==> config.mk <==
export PLATFORM = sky130hd
export DESIGN_NAME = branch_unit
export DESIGN_NICKNAME = d
export VERILOG_FILES = /design/src/rtl/branch_unit_pkg.sv /design/src/rtl/branch_cond.sv /design/src/rtl/branch_unit.sv
export SDC_FILE = /design/constraint.sdc
export NUM_CORES = 1
export LEC_CHECK = 0
export CAP_MARGIN = 10
export CORE_MARGIN = 4
export CORE_UTILIZATION = 48
export CTS_CLUSTER_DIAMETER = 40
export DETAILED_ROUTE_END_ITERATION = 8
export PLACE_DENSITY = 0.86
export SYNTH_ARGS = -nofsm -noshare
export SYNTH_HDL_FRONTEND = slang
export SYNTH_SLANG_ARGS = --single-unit
==> constraint.sdc <==
create_clock -name clock -period 3.2 [get_ports clock]
set_clock_uncertainty 0.15 [all_clocks]
set_input_delay 0.64 -clock clock [delete_from_list [all_inputs] [get_ports clock]]
set_output_delay 0.64 -clock clock [all_outputs]
set_load 0.005 [all_outputs]
==> src/rtl/branch_unit_pkg.sv <==
// Shared definitions for the branch unit: condition-mode encodings and FSM states.
// Latency: n/a (types and constants only).
// Backpressure: n/a.
package branch_unit_pkg;

    // Branch condition select carried on br_mode.
    typedef enum logic [2:0] {
        BR_NEVER = 3'b000,
        BR_BEQ   = 3'b001,
        BR_BNE   = 3'b010,
        BR_BLT   = 3'b011,
        BR_BGE   = 3'b100,
        BR_BLTU  = 3'b101,
        BR_JMP   = 3'b110,
        BR_RSVD  = 3'b111
    } br_mode_t;

    // Control FSM states; only IDLE accepts new requests.
    typedef enum logic [1:0] {
        ST_IDLE  = 2'd0,
        ST_EVAL  = 2'd1,
        ST_FLUSH = 2'd2
    } state_t;

    localparam int FLUSH_CNT_W = 4;

endpackage

==> src/rtl/branch_cond.sv <==
// Branch condition evaluator: compares two operands under the selected mode.
// Latency: purely combinational, zero cycles.
// Backpressure: none; output follows inputs.
module branch_cond
    import branch_unit_pkg::*;
#(
    parameter int DATA_W = 16
) (
    input  br_mode_t            mode,
    input  logic [DATA_W-1:0]   a,
    input  logic [DATA_W-1:0]   b,
    output logic                cond
);

    // Decode the mode into a single taken/not-taken decision.
    always_comb begin
        cond = 1'b0;
        case (mode)
            BR_NEVER: cond = 1'b0;
            BR_BEQ:   cond = (a == b);
            BR_BNE:   cond = (a != b);
            BR_BLT:   cond = ($signed(a) < $signed(b));
            BR_BGE:   cond = ($signed(a) >= $signed(b));
            BR_BLTU:  cond = (a < b);
            BR_JMP:   cond = 1'b1;
            default:  cond = 1'b0;   // reserved encoding is never taken
        endcase
    end

endmodule

==> src/rtl/branch_unit.sv <==
// Branch resolution unit: captures a request, decides taken/not-taken, computes next PC, flushes.
// Latency: result strobe (valid_out/taken/target) one cycle after the EVAL cycle; flush for FLUSH_CYC cycles on taken.
// Backpressure: ready is high only in IDLE; valid_in and all other inputs are ignored while ready is low.
module branch_unit
    import branch_unit_pkg::*;
#(
    parameter int DATA_W    = 16,
    parameter int ADDR_W    = 16,
    parameter int OFF_W     = 8,
    parameter int FLUSH_CYC = 2
) (
    input  logic                clock,
    input  logic                reset,
    input  logic                valid_in,
    output logic                ready,
    input  logic [2:0]          br_mode,
    input  logic [DATA_W-1:0]   op_a,
    input  logic [DATA_W-1:0]   op_b,
    input  logic [ADDR_W-1:0]   pc_in,
    input  logic [OFF_W-1:0]    offset,
    output logic                valid_out,
    output logic                taken,
    output logic [ADDR_W-1:0]   target,
    output logic                flush
);

    // Counter value loaded on entry to FLUSH; FLUSH exits when it reaches zero.
    localparam bit                     HAS_FLUSH  = (FLUSH_CYC > 0);
    localparam logic [FLUSH_CNT_W-1:0] FLUSH_LAST = HAS_FLUSH ? FLUSH_CNT_W'(FLUSH_CYC - 1)
                                                              : '0;

    state_t                  state_q;
    state_t                  state_d;
    logic                    accept;

    br_mode_t                mode_q;
    logic [DATA_W-1:0]       a_q;
    logic [DATA_W-1:0]       b_q;
    logic [ADDR_W-1:0]       pc_q;
    logic [OFF_W-1:0]        off_q;
    logic [FLUSH_CNT_W-1:0]  cnt_q;

    logic                    cond;
    logic [ADDR_W-1:0]       pc_seq;
    logic signed [ADDR_W-1:0] off_ext;
    logic [ADDR_W-1:0]       target_d;

    assign accept = valid_in && (state_q == ST_IDLE);

    branch_cond #(
        .DATA_W (DATA_W)
    ) u_cond (
        .mode   (mode_q),
        .a      (a_q),
        .b      (b_q),
        .cond   (cond)
    );

    // Next-PC arithmetic wraps modulo 2^ADDR_W by construction of the widths.
    assign pc_seq   = pc_q + ADDR_W'(1);
    assign off_ext  = ADDR_W'($signed(off_q));
    assign target_d = cond ? (pc_seq + $unsigned(off_ext)) : pc_seq;

    // FSM state register.
    always_ff @(posedge clock or posedge reset) begin
        if (reset) begin
            state_q <= ST_IDLE;
        end else begin
            state_q <= state_d;
        end
    end

    // FSM next-state and handshake/flush outputs.
    always_comb begin
        state_d = state_q;
        ready   = 1'b0;
        flush   = 1'b0;
        case (state_q)
            ST_IDLE: begin
                ready = 1'b1;
                if (valid_in) begin
                    state_d = ST_EVAL;
                end
            end
            ST_EVAL: begin
                state_d = (cond && HAS_FLUSH) ? ST_FLUSH : ST_IDLE;
            end
            ST_FLUSH: begin
                flush = 1'b1;
                if (cnt_q == '0) begin
                    state_d = ST_IDLE;
                end
            end
            default: begin
                state_d = ST_IDLE;
            end
        endcase
    end

    // Capture the request on acceptance so later input changes cannot disturb it.
    always_ff @(posedge clock or posedge reset) begin
        if (reset) begin
            mode_q <= BR_NEVER;
            a_q    <= '0;
            b_q    <= '0;
            pc_q   <= '0;
            off_q  <= '0;
        end else if (accept) begin
            mode_q <= br_mode_t'(br_mode);
            a_q    <= op_a;
            b_q    <= op_b;
            pc_q   <= pc_in;
            off_q  <= offset;
        end
    end

    // Register the decision at the end of EVAL; taken/target hold until the next evaluation.
    always_ff @(posedge clock or posedge reset) begin
        if (reset) begin
            valid_out <= 1'b0;
            taken     <= 1'b0;
            target    <= '0;
        end else begin
            valid_out <= (state_q == ST_EVAL);
            if (state_q == ST_EVAL) begin
                taken  <= cond;
                target <= target_d;
            end
        end
    end

    // Flush-length counter: loaded leaving EVAL, counts down while in FLUSH.
    always_ff @(posedge clock or posedge reset) begin
        if (reset) begin
            cnt_q <= '0;
        end else if (state_q == ST_EVAL) begin
            cnt_q <= FLUSH_LAST;
        end else if ((state_q == ST_FLUSH) && (cnt_q != '0)) begin
            cnt_q <= cnt_q - FLUSH_CNT_W'(1);
        end
    end

endmodule

### Word level (Yosys, flattened, before mapping)

Index checks and enable logic that the tools add are counted.

* input port bits: 62
* RAM bits: 0
* flip-flop bits (word level): 83
* ROM bits: 0
* bits in latches: 0
* logic and storage cells: 45
* output and inout bits: 20
* memories kept: 0

* divide/modulo/power cells: 0
* shift operators: 0
* bitwise operators: 0
* $mul: 0
* mux-type cells: 10
* add/sub/neg operators: 3
* magnitude comparators: 3
* equal/unequal tests: 12
* reduce and logical (&&, ||, !) cells: 7

Operators by type and width (count)
* 16-bit less-than comparator: 2
* 16-bit by 1-bit adder with 16-bit output, second input constant: 1
* 16-bit adder: 1
* 16-bit equality test: 1
* 16-bit >= comparator: 1
* 16-bit 2-to-1 mux: 1
* 16-bit != test: 1
* 3-bit equality test, second input constant: 3
* 4-bit 2-to-1 mux: 2
* 3-bit by 2-bit equality test with 1-bit output, second input constant: 2
* 2-bit 2-to-1 mux: 3
* 1-bit one-hot mux with 6 select lines: 1
* 2-bit one-hot mux with 3 select lines: 1
* 4-bit logical NOT: 1
* 2-bit != test, second input constant: 2
* 4-bit nonzero test: 1
* 4-bit by 1-bit subtractor with 4-bit output, second input constant: 1
* 3-bit by 1-bit equality test with 1-bit output, second input constant: 1
* 2-bit by 1-bit equality test with 1-bit output, second input constant: 1
* 2-bit equality test, second input constant: 1
* 1-bit logical AND: 2
* 2-bit logical NOT: 1
* 1-bit 2-to-1 mux: 2
* 2-bit AND reduction: 1
* 2-bit nonzero test: 1

### Depth between registers and ports, before layout

Gate-level depths: netlist (run 1).

* depth in word-level cells: 4
* gate-level depth with buffers: 13
* depth with buffers taken out: 13

### By module

A second synthesis (run 1) with hierarchy kept.

* cells, all modules: 434
* area total of the unflattened synthesis: 4738.3 sq um

By module, submodules not included
* branch_unit: seq. area each 2077.0 sq um, area an instance 4254.1 sq um, times used 1, cells each 369
* branch_cond: seq. area each 0.0 sq um, area an instance 484.2 sq um, times used 1, cells each 65

### Worst setup path after synthesis (run 1)

No wires, ideal clock.

* path kind: register -> register
* from: reg pc_q[3]
* to: reg target[14]
* path slack: 179 ps
* stages on the path, launching flop included: 14
* setup time: 82 ps
* arrival: 2789 ps
* cell sequence: dfrtp_1 and3_1 and2_1 nand2_1 xnor2_1 ha_1 a2111oi_4 o211ai_1 a311oi_2 o2111ai_1 a21oi_1 xnor2_1 nand3_1 a31oi_1

* word-level cells in the longest chain between the ends: 3

Ends and longest elaborated chain
* start: declaration: RTL line branch_unit.sv:39 `logic [ADDR_W-1:0] pc_q;`
* start signal: assignment: RTL line branch_unit.sv:112 `pc_q <= pc_in;`
* 16-bit by 1-bit adder with 16-bit output (*): RTL line branch_unit.sv:60 `assign pc_seq = pc_q + ADDR_W'(1);`
* 16-bit adder: RTL line branch_unit.sv:62 `assign target_d = cond ? (pc_seq + $unsigned(off_ext)) : pc_seq;`
* 16-bit 2-to-1 mux (*): RTL line branch_unit.sv:62
* end signal: assignment: RTL line branch_unit.sv:127 `target <= target_d;`
* end: declaration: RTL line branch_unit.sv:23 `output logic [ADDR_W-1:0] target,`

Mark *: on every way between the ends. The rest lies on a longest branch, timed or not.
A chain may end at the register's enable or synchronous reset.

### Worst setup path in the final report (run 1)

* from: reg pc_q[4]
* to: reg target[15]

The elaborated chain is that of the path after synthesis.

==> results.md, run 1 <==
* Status: finished with violations
* Violated checks: negative setup slack
* Master of the slowest instance on the critical path: dfrtp_1
* Remaining design rule violation count at 0
* Count leader, synth: dfrtp_1
* Quantity of I/O buffers inserted on ports at 81
* Fraction of registers with async set/reset at 100.0%
* CTS clock-pin slew for the worst setup and hold paths at 0.09 ns
* Sequential-to-total area share from yosys stat at 43.85%
* GR Util All Layers at 19.70%
* DIE WIDTH at 107.3 µm
* Max-Cap Viols at 0
* Total placed cells including tap cells at 668
* Psw at 3.325 mW
* Maximum number of pins on one net before global-route repair at 49
* Required time of the critical path at 3.32 ns
* Number of endpoints failing setup at the final stage at 2
* Power density of the placed cells at 1231 nW/µm²
* Clock root cell: clkbuf_8
* Worst min path class: reg -> reg
* Unrepaired setup endpoints after global routing: yes
* VDD IR max at 0.5649 mV
* Total length of routed met3 wires at 801 µm
* Diode insertion count for antenna repair at 0
* Distinct cells, synth at 48
* Average wire per cell in the routed design at 17.76 µm
* Y dimension of the die at 107.3 µm
* Portion of total power attributed to sequential cells at 25.8%
* Worst Setup Path Type: reg -> reg
* Placeable core region at 9415 µm²
* Total congestion overflow after global routing at 0
* Clock Sinks at 83
* Crit path top cell by count: and3_1
* Count of nets left with antenna violations after detail routing at 0
* Most instantiated flip-flop cell in the synthesis netlist: dfrtp_1
* Kind of start point of the critical path: flip-flop
* Number of levels the H-tree was split into at 3
* Routed WL at 12320 µm
* Ports placed on the boundary at 82
* Slowest Stage Delay on Critical Path at 0.38 ns
* Max Slew Vio Count at 0
* Initial DRT Pass Iterations at 5
* Relative contribution of combinational cells to total power at 62.8%
* Number of instances in the synthesized netlist at 465
* Effective utilization at floorplan at 50.31%
* Leading area contributor after synthesis: dfrtp_1
* Total of hold buffers inserted after clock tree synthesis at 0
* Pre-CTS setup slack at -0.08273 ns
* Storage cell area at 2079 µm²
* First DRT Iteration DRCs at 397
* Layout area overhead at 31.54%
* NumNets Final at 657
* Cell Count, Final, Fillers Out at 694
* WHS at 0.3664 ns
* Uppermost routed layer: met4
* Number of flops mapped to enable cells by yosys at 0
* Clk network pwr share at 11.4%
* Post-DR vias/cell at 5.810
* Multi-input combinational cell area at 2641 µm²
* Sw Share at 43.34%
* Clock latency on the worst-skew pair at 0.36 ns
* Cell Rows at 35
* Hpwl dp at 8143 µm
* Pint at 4.346 mW
* Sum of routed wire segments on met1 at 5018 µm
* Clock period minus worst slack at 3.348 ns
* Cell types with the highest counts after synthesis: 83 x dfrtp_1, 41 x nand2_1, 40 x mux2_2
* CTS Buf Count at 9
* Period Utilization, post-route at 104.6%
* Final TNS setup at -0.1752 ns
* Number of warnings printed during yosys synthesis at 0
* Data arrival at the endpoint of the critical path at 3.47 ns
* Routed length on met2 at 6064 µm
* Setup slack after layout at -0.1480 ns
* Cell types occupying the most area after synthesis: dfrtp_1 44%, mux2_2 9.5%, ha_1 9.0%, xnor2_1 4.3%, nand2_1 3.2%
* Floorplan die area at 11520 µm²
* Crit path capture type: flip-flop
* Top-area cell type share of the netlist area at 43.85%
* Filler cell count in the final layout at 688
* Hold Fails Final Rpt at 0
* Clock tree from TritonCTS: built
* Layout cell share with drive strength beyond 1 at 20.53%
* Total power of the final layout at 7.671 mW
* Detailed-route via count at 4032
* Tightest slew margin relative to the limit at 45.34%
* Area of the mapped netlist at 4737 µm²
* Highest achievable clock rate at 298.7 MHz
* Number of register bits inferred by synthesis at 83
* Mean cell area of the mapped netlist at 10.19 µm²
* Antenna violations before repair at 0
* Cell-by-cell listing of the critical path: and3_4 > and2_4 > nand2_4 > xnor2_4 > ha_4 > a2111oi_4 > and3_1 > o211ai_1 > and3_1 > a311o_1 > and4_4 > o31ai_2
* Cell leakage power at 2.622 nW
* Synthesized Nets at 562
* Routability congestion estimate from global placement at 0.8960
* Biggest fanout along the worst timing path at 4
* Wire length of the first global-routing pass at 18510 µm
* Actual transition at the worst max-transition pin at 0.8191 ns
* Vias in the first global route at 3868
* Maximum clock path buffer count at 2
layer usage:
metal | up-vias | track usage, %
li1 | 1843 | -
met1 | 1945 | 26.05
met5 | - | 0
met2 | 196 | 32.53
met3 | 48 | 2.939
met4 | 0 | 7.845
placed cells by master, fill, tap and decap left out, drive strengths merged, types with 8 or more instances in the layout:
| master | n |
|---|---|
| ha | 34 |
| inv | 27 |
| nand3 | 24 |
| a21oi | 16 |
| xnor2 | 23 |
| mux2 | 40 |
| dfrtp | 83 |
| buf | 21 |
| clkbuf | 11 |
| nor2 | 30 |
| o21ai | 39 |
| and3 | 8 |
| nand2 | 41 |
| nor3 | 10 |
| clkdlybuf4s50 | 81 |
| a31oi | 15 |
registers in the layout, summed over array words and instances, names as in the netlist:
| signal | count |
|---|---|
| off_q | 8 |
| mode_q | 3 |
| state_q | 2 |
| cnt_q | 4 |
| pc_q | 16 |
| target | 16 |
| a_q | 16 |
| taken | 1 |
| b_q | 16 |
| valid_out | 1 |
cell families after synthesis:
logic type      after synthesis  share of synthesized area (%)
mux                          41                          9.720
flops                        83                          43.85
xor+xnor                     29                          5.362
simple gates                131                          13.10
compound gates              100                          14.29
fa+ha+maj                    35                          9.403
buf+inv                      46                          4.279
power by group through the flow:
stage	clock network (mW)	logic, mW	registers [mW]
2_1_floorplan	0	3.11	1.85
3_3_place_gp	0	3.94	1.91
3_5_place_dp	0	4.12	1.94
4_1_cts	0.883	4.28	1.93
5_1_grt	0.934	5.24	2.04
6_report	0.873	4.82	1.98
path summary, 6_finish.rpt:
check | end | slack, ns | from | cells after the start
max | target[15] | -0.15 | pc_q[4] | 12
min | taken | 0.37 | taken | 2
max reg2reg | target[15] | -0.15 | pc_q[4] | 12
min reg2reg | taken | 0.37 | taken | 2
max in group asynchronous | pc_q[1] | 1.70 | reset | 3
min in group asynchronous | b_q[14] | 0.51 | reset | 2
metrics by stage:
stage | util (%) | cell area [µm²]
2_1_floorplan | - | 4737
3_3_place_gp | 60.90 | 5734
3_5_place_dp | 60.90 | 5734
4_1_cts | 63.97 | 6023
5_1_grt | 66.18 | 6231
6_report | 66.18 | 6231
layout make-up:
cell class | instances | area share, %
Clock buffer | 11 | 2.430
Clock inverter | 5 | 1.365
Inverter | 28 | 1.707
Multi-Input combinational cell | 336 | 42.39
Sequential cell | 83 | 33.37
Tap cell | 129 | 2.590
Timing Repair Buffer | 102 | 16.14
repair_timing:
item                                    CTS  global route
buffers inserted                          3             7
endpoints found under the setup margin    3             4
pin swaps                                 7            18
gates resized for setup                   6            26
gates cloned                              0             0
worst max-delay path: cells and delay by family, from the launching register on:
family / cells / cell delay (ns)
and+or+nand+nor: 6 / 1.14
AOI/OAI and AO/OA: 4 / 1.08
DFF: 1 / 0.38
adders and majority gates: 1 / 0.26
xor gates and xnor gates: 1 / 0.23
Power figures use the tool's default switching activity.
==> run 2: changes to the inputs <==
- ABC_AREA: not set -> 1
- CORE_UTILIZATION: 48 -> 54
- CTS_CLUSTER_DIAMETER: 40 -> not set
- PLACE_DENSITY: 0.86 -> 0.91
- clock period: 3.2 -> 3.5 ns (I/O delays scaled with it)
==> run 2 against run 1 <==
Compared with the run above: the flow now finishes without violations; sequential power is 18% lower; maximum frequency is 6.3% higher; die area is 5.5% lower; worst setup slack better by 0.50 ns; routed wire length is 4.0% lower; clock power is 22% lower; final area is 1.5% lower; clock-buffer cell count stayed put; core utilization is 2.9 points higher; combinational power is 37% lower; first-iteration DRC count is 58% lower; sequential share of layout area is 0.46 points higher.
==> results.md, run 2 <==
* Unrepaired setup endpoints after global routing: no
* Max Slew Vio Count at 0 (unchanged)
* Actual transition at the worst max-transition pin at 0.6090 ns (-0.2100 ns)
* CTS Buf Count at 9 (unchanged)
* WHS at 0.3296 ns (-0.03678 ns)
* Initial DRT Pass Iterations at 5 (unchanged)
* Ports placed on the boundary at 82 (unchanged)
* Mean cell area of the mapped netlist at 7.524 µm² (-26%)
* Required time of the critical path at 3.64 ns (+0.32 ns)
* Placeable core region at 8891 µm² (-5.6%)
* Uppermost routed layer: met4
* Sum of routed wire segments on met1 at 4948 µm (-1.4%)
* Total length of routed met3 wires at 562 µm (-30%)
* Setup Buffers After CTS at 0 (-3)
* Average wire per cell in the routed design at 13.82 µm (-22%)
* Placed Instance Area at 5924 µm² (+3.3%)
* Hpwl dp at 8984 µm (+10%)
* Floorplan die area at 10880 µm² (-5.5%)
* DIE WIDTH at 104.3 µm (-2.8%)
* Portion of total power attributed to sequential cells at 30.3% (+4.5 points)
* Remaining design rule violation count at 0 (unchanged)
* Synthesized Nets at 763 (+36%)
* Most common cell after layout, fill and taps aside: nand2_1
* NumNets Final at 841 (+28%)
* Clock root cell: clkbuf_8
* Layout cell share with drive strength beyond 1 at 5.615% (-15 points)
* Cell types occupying the most area after synthesis: dfrtp_1 41%, nand2_1 19%, ha_1 8.5%, inv_1 6.4%, o21ai_0 3.9%
* Antenna violations before repair at 0 (unchanged)
* Effective utilization at floorplan at 56.36% (+6.0 points)
* Cell Rows at 34 (-2.9%)
* Sw Share at 45.62% (+2.3 points)
* Clock period minus worst slack at 3.150 ns (-0.1983 ns)
* Tightest slew margin relative to the limit at 59.30% (+14 points)
* Routability congestion estimate from global placement at 0.9333 (+4.2%)
* First DRT Iteration DRCs at 167 (-58%)
* Number of flops mapped to enable cells by yosys at 0 (unchanged)
* Period Utilization, post-route at 89.99% (-15 points)
* Post-DR vias/cell at 5.259 (-9.5%)
* Power density of the placed cells at 871.5 nW/µm² (-29%)
* CTS clock-pin slew for the worst setup and hold paths at 0.09 ns (about the same)
* Top-area cell type share of the netlist area at 41.45% (-2.4 points)
* Status: finished, final reports clean
* Clock Sinks at 83 (unchanged)
* Area of all placed cells without fillers at 6138 µm² (-1.5%)
* Storage cell area at 2077 µm² (-0.12%)
* Distinct cells, synth at 38 (-21%)
* Multi-input combinational cell area at 2546 µm² (-3.6%)
* Relative contribution of combinational cells to total power at 57.1% (-5.7 points)
* Biggest fanout along the worst timing path at 4 (unchanged)
* Data arrival at the endpoint of the critical path at 3.29 ns (-0.18 ns)
* Diode insertion count for antenna repair at 0 (unchanged)
* Maximum number of pins on one net before global-route repair at 84 (+71%)
* Max-Cap Viols at 0 (unchanged)
* Routed length on met2 at 5993 µm (-1.2%)
* Y dimension of the die at 104.3 µm (-2.8%)
* Number of instances in the synthesized netlist at 666 (+43%)
* Psw at 2.441 mW (-27%)
* Clock latency on the worst-skew pair at 0.37 ns (about the same)
* Setup slack after layout at 0.3503 ns (+0.4983 ns)
* Clock tree from TritonCTS: built
* Most instantiated flip-flop cell in the synthesis netlist: dfrtp_1
* GR Util All Layers at 22.33% (+2.6 points)
* Quantity of I/O buffers inserted on ports at 81 (unchanged)
* Leading area contributor after synthesis: dfrtp_1
* Pre-CTS setup slack at 0.3051 ns (+0.3879 ns)
* Layout area overhead at 22.50%
* Detailed-route via count at 4502 (+12%)
* Number of warnings printed during yosys synthesis at 0 (unchanged)
* Final TNS setup at 0 ns (+0.1752 ns)
* Sequential-to-total area share from yosys stat at 41.45% (-2.4 points)
* Worst Setup Path Type: reg -> reg
* Commonest cells after routing, fill and taps aside: 251 x nand2_1, 84 x inv_1, 83 x dfrtp_1, 81 x clkdlybuf4s50_1, 38 x o21ai_0
* Crit path capture type: flip-flop
* Maximum clock path buffer count at 2 (unchanged)
* Vias in the first global route at 4548 (+18%)
* Kind of start point of the critical path: flip-flop
* Number of register bits inferred by synthesis at 83 (unchanged)
* Worst reg-to-reg setup slack at 0.35 ns (+0.50 ns)
* Filler cell count in the final layout at 737 (+7.1%)
* Total congestion overflow after global routing at 0 (unchanged)
* Wire length of the first global-routing pass at 20040 µm (+8.3%)
* Cell types with the highest counts after synthesis: 251 x nand2_1, 85 x inv_1, 83 x dfrtp_1
* Worst min path class: reg -> reg
* Number of levels the H-tree was split into at 3 (unchanged)
* Fraction of registers with async set/reset at 100.0% (unchanged)
* Clk network pwr share at 12.7% (+1.3 points)
* Hold Fails Final Rpt at 0 (unchanged)
* VDD IR max at 0.4358 mV (-23%)
* Routed WL at 11830 µm (-4.0%)
* Area of the mapped netlist at 5011 µm² (+5.8%)
* Pint at 2.909 mW (-33%)
* Count leader, synth: nand2_1
* Number of endpoints failing setup at the final stage at 0 (-2)
* Highest achievable clock rate at 317.5 MHz (+6.3%)
* Count of nets left with antenna violations after detail routing at 0 (unchanged)
* Cell leakage power at 3.174 nW (+21%)
[run 2: cell types whose count changed after synthesis, sizes merged, moves of 4 or more]
cell,before,now
nand2,41,256
inv,28,87
mux2,40,0
xnor2,23,2
xor2,6,22
a31oi,15,3
nand3,24,35
nand4,7,17
and3,8,0
nor2,30,24
a21oi,16,21
a21o,4,0
o31ai,4,0
[run 2: cell type report]
class / instances / share of cell area [%]
Sequential cell: 83 / 33.84
Inverter: 89 / 5.463
Tap cell: 108 / 2.201
Timing Repair Buffer: 86 / 14.02
Clock buffer: 11 / 2.140
Multi-Input combinational cell: 475 / 41.48
Clock inverter: 4 / 0.8561
[run 2: power groups by stage]
stage                     logic, mW  clock network (mW)  registers, mW
final                          3.05               0.677           1.62
after floorplan                2.19                   0           1.57
after detailed placement       3.00                   0           1.63
after CTS                      3.02               0.688           1.61
after global routing           3.49               0.733           1.67
after global placement         2.91                   0           1.60
[run 2: metal layers]
| layer | GRT usage [%] | vias up |
|---|---|---|
| met1 | 26.69 | 2082 |
| met3 | 4.593 | 32 |
| met5 | 0 | - |
| met2 | 39.76 | 123 |
| li1 | - | 2265 |
| met4 | 7.692 | 0 |
[run 2: kinds of logic (layout without fill, tap and decap cells)]
kind of cell / Yosys count / after routing / share of synthesized area, %
simple gates: 345 / 345 / 29.29
fa+ha+maj: 35 / 35 / 8.889
xor+xnor: 24 / 24 / 4.195
compound gates: 71 / 71 / 7.840
flops: 83 / 83 / 41.45
buf+inv: 108 / 190 / 8.340
[run 2: final timing paths]
check | from | to | depth (start not counted)
worst max-delay path | pc_q[0] | target[15] | 23
worst min-delay path | target[10] | target[10] | 2
worst max register to register | pc_q[0] | target[15] | 23
worst min register to register | target[10] | target[10] | 2
max in group asynchronous | reset | cnt_q[2] | 3
min in group asynchronous | reset | a_q[4] | 3
[run 2: repair_timing]
| item | 4_1_cts | 5_1_grt |
|---|---|---|
| endpoints found under the setup margin | 0 | 2 |
| hold buffers | 0 | 0 |
| gates resized for setup | 0 | 5 |
[run 2: critical path: stages, from the launching register on]
cell	delay (ns)
dfrtp_1	0.39
ha_1	0.19
nand2_1	0.07
nor2_1	0.13
nand2_1	0.12
nor2_2	0.12
nand2_1	0.12
nor2_2	0.11
nand3_1	0.09
xor2_1	0.18
inv_1	0.10
ha_4	0.29
nand2_1	0.05
inv_1	0.09
nand3_1	0.09
nor2_1	0.09
a21boi_0	0.18
nor2_1	0.08
nand3b_1	0.15
nand2_1	0.06
nand2_1	0.05
nand2_1	0.06
nand2_1	0.05
nand2_1	0.06
[run 2: metrics by stage]
step                      utilization, %  cells  total power, mW
after CTS                          68.70    856            5.320
after global routing               69.04    856            5.889
after detailed placement           66.63    841            4.629
after floorplan                        -    666            3.768
after global placement             66.63    841            4.505
final                              69.04    856            5.349
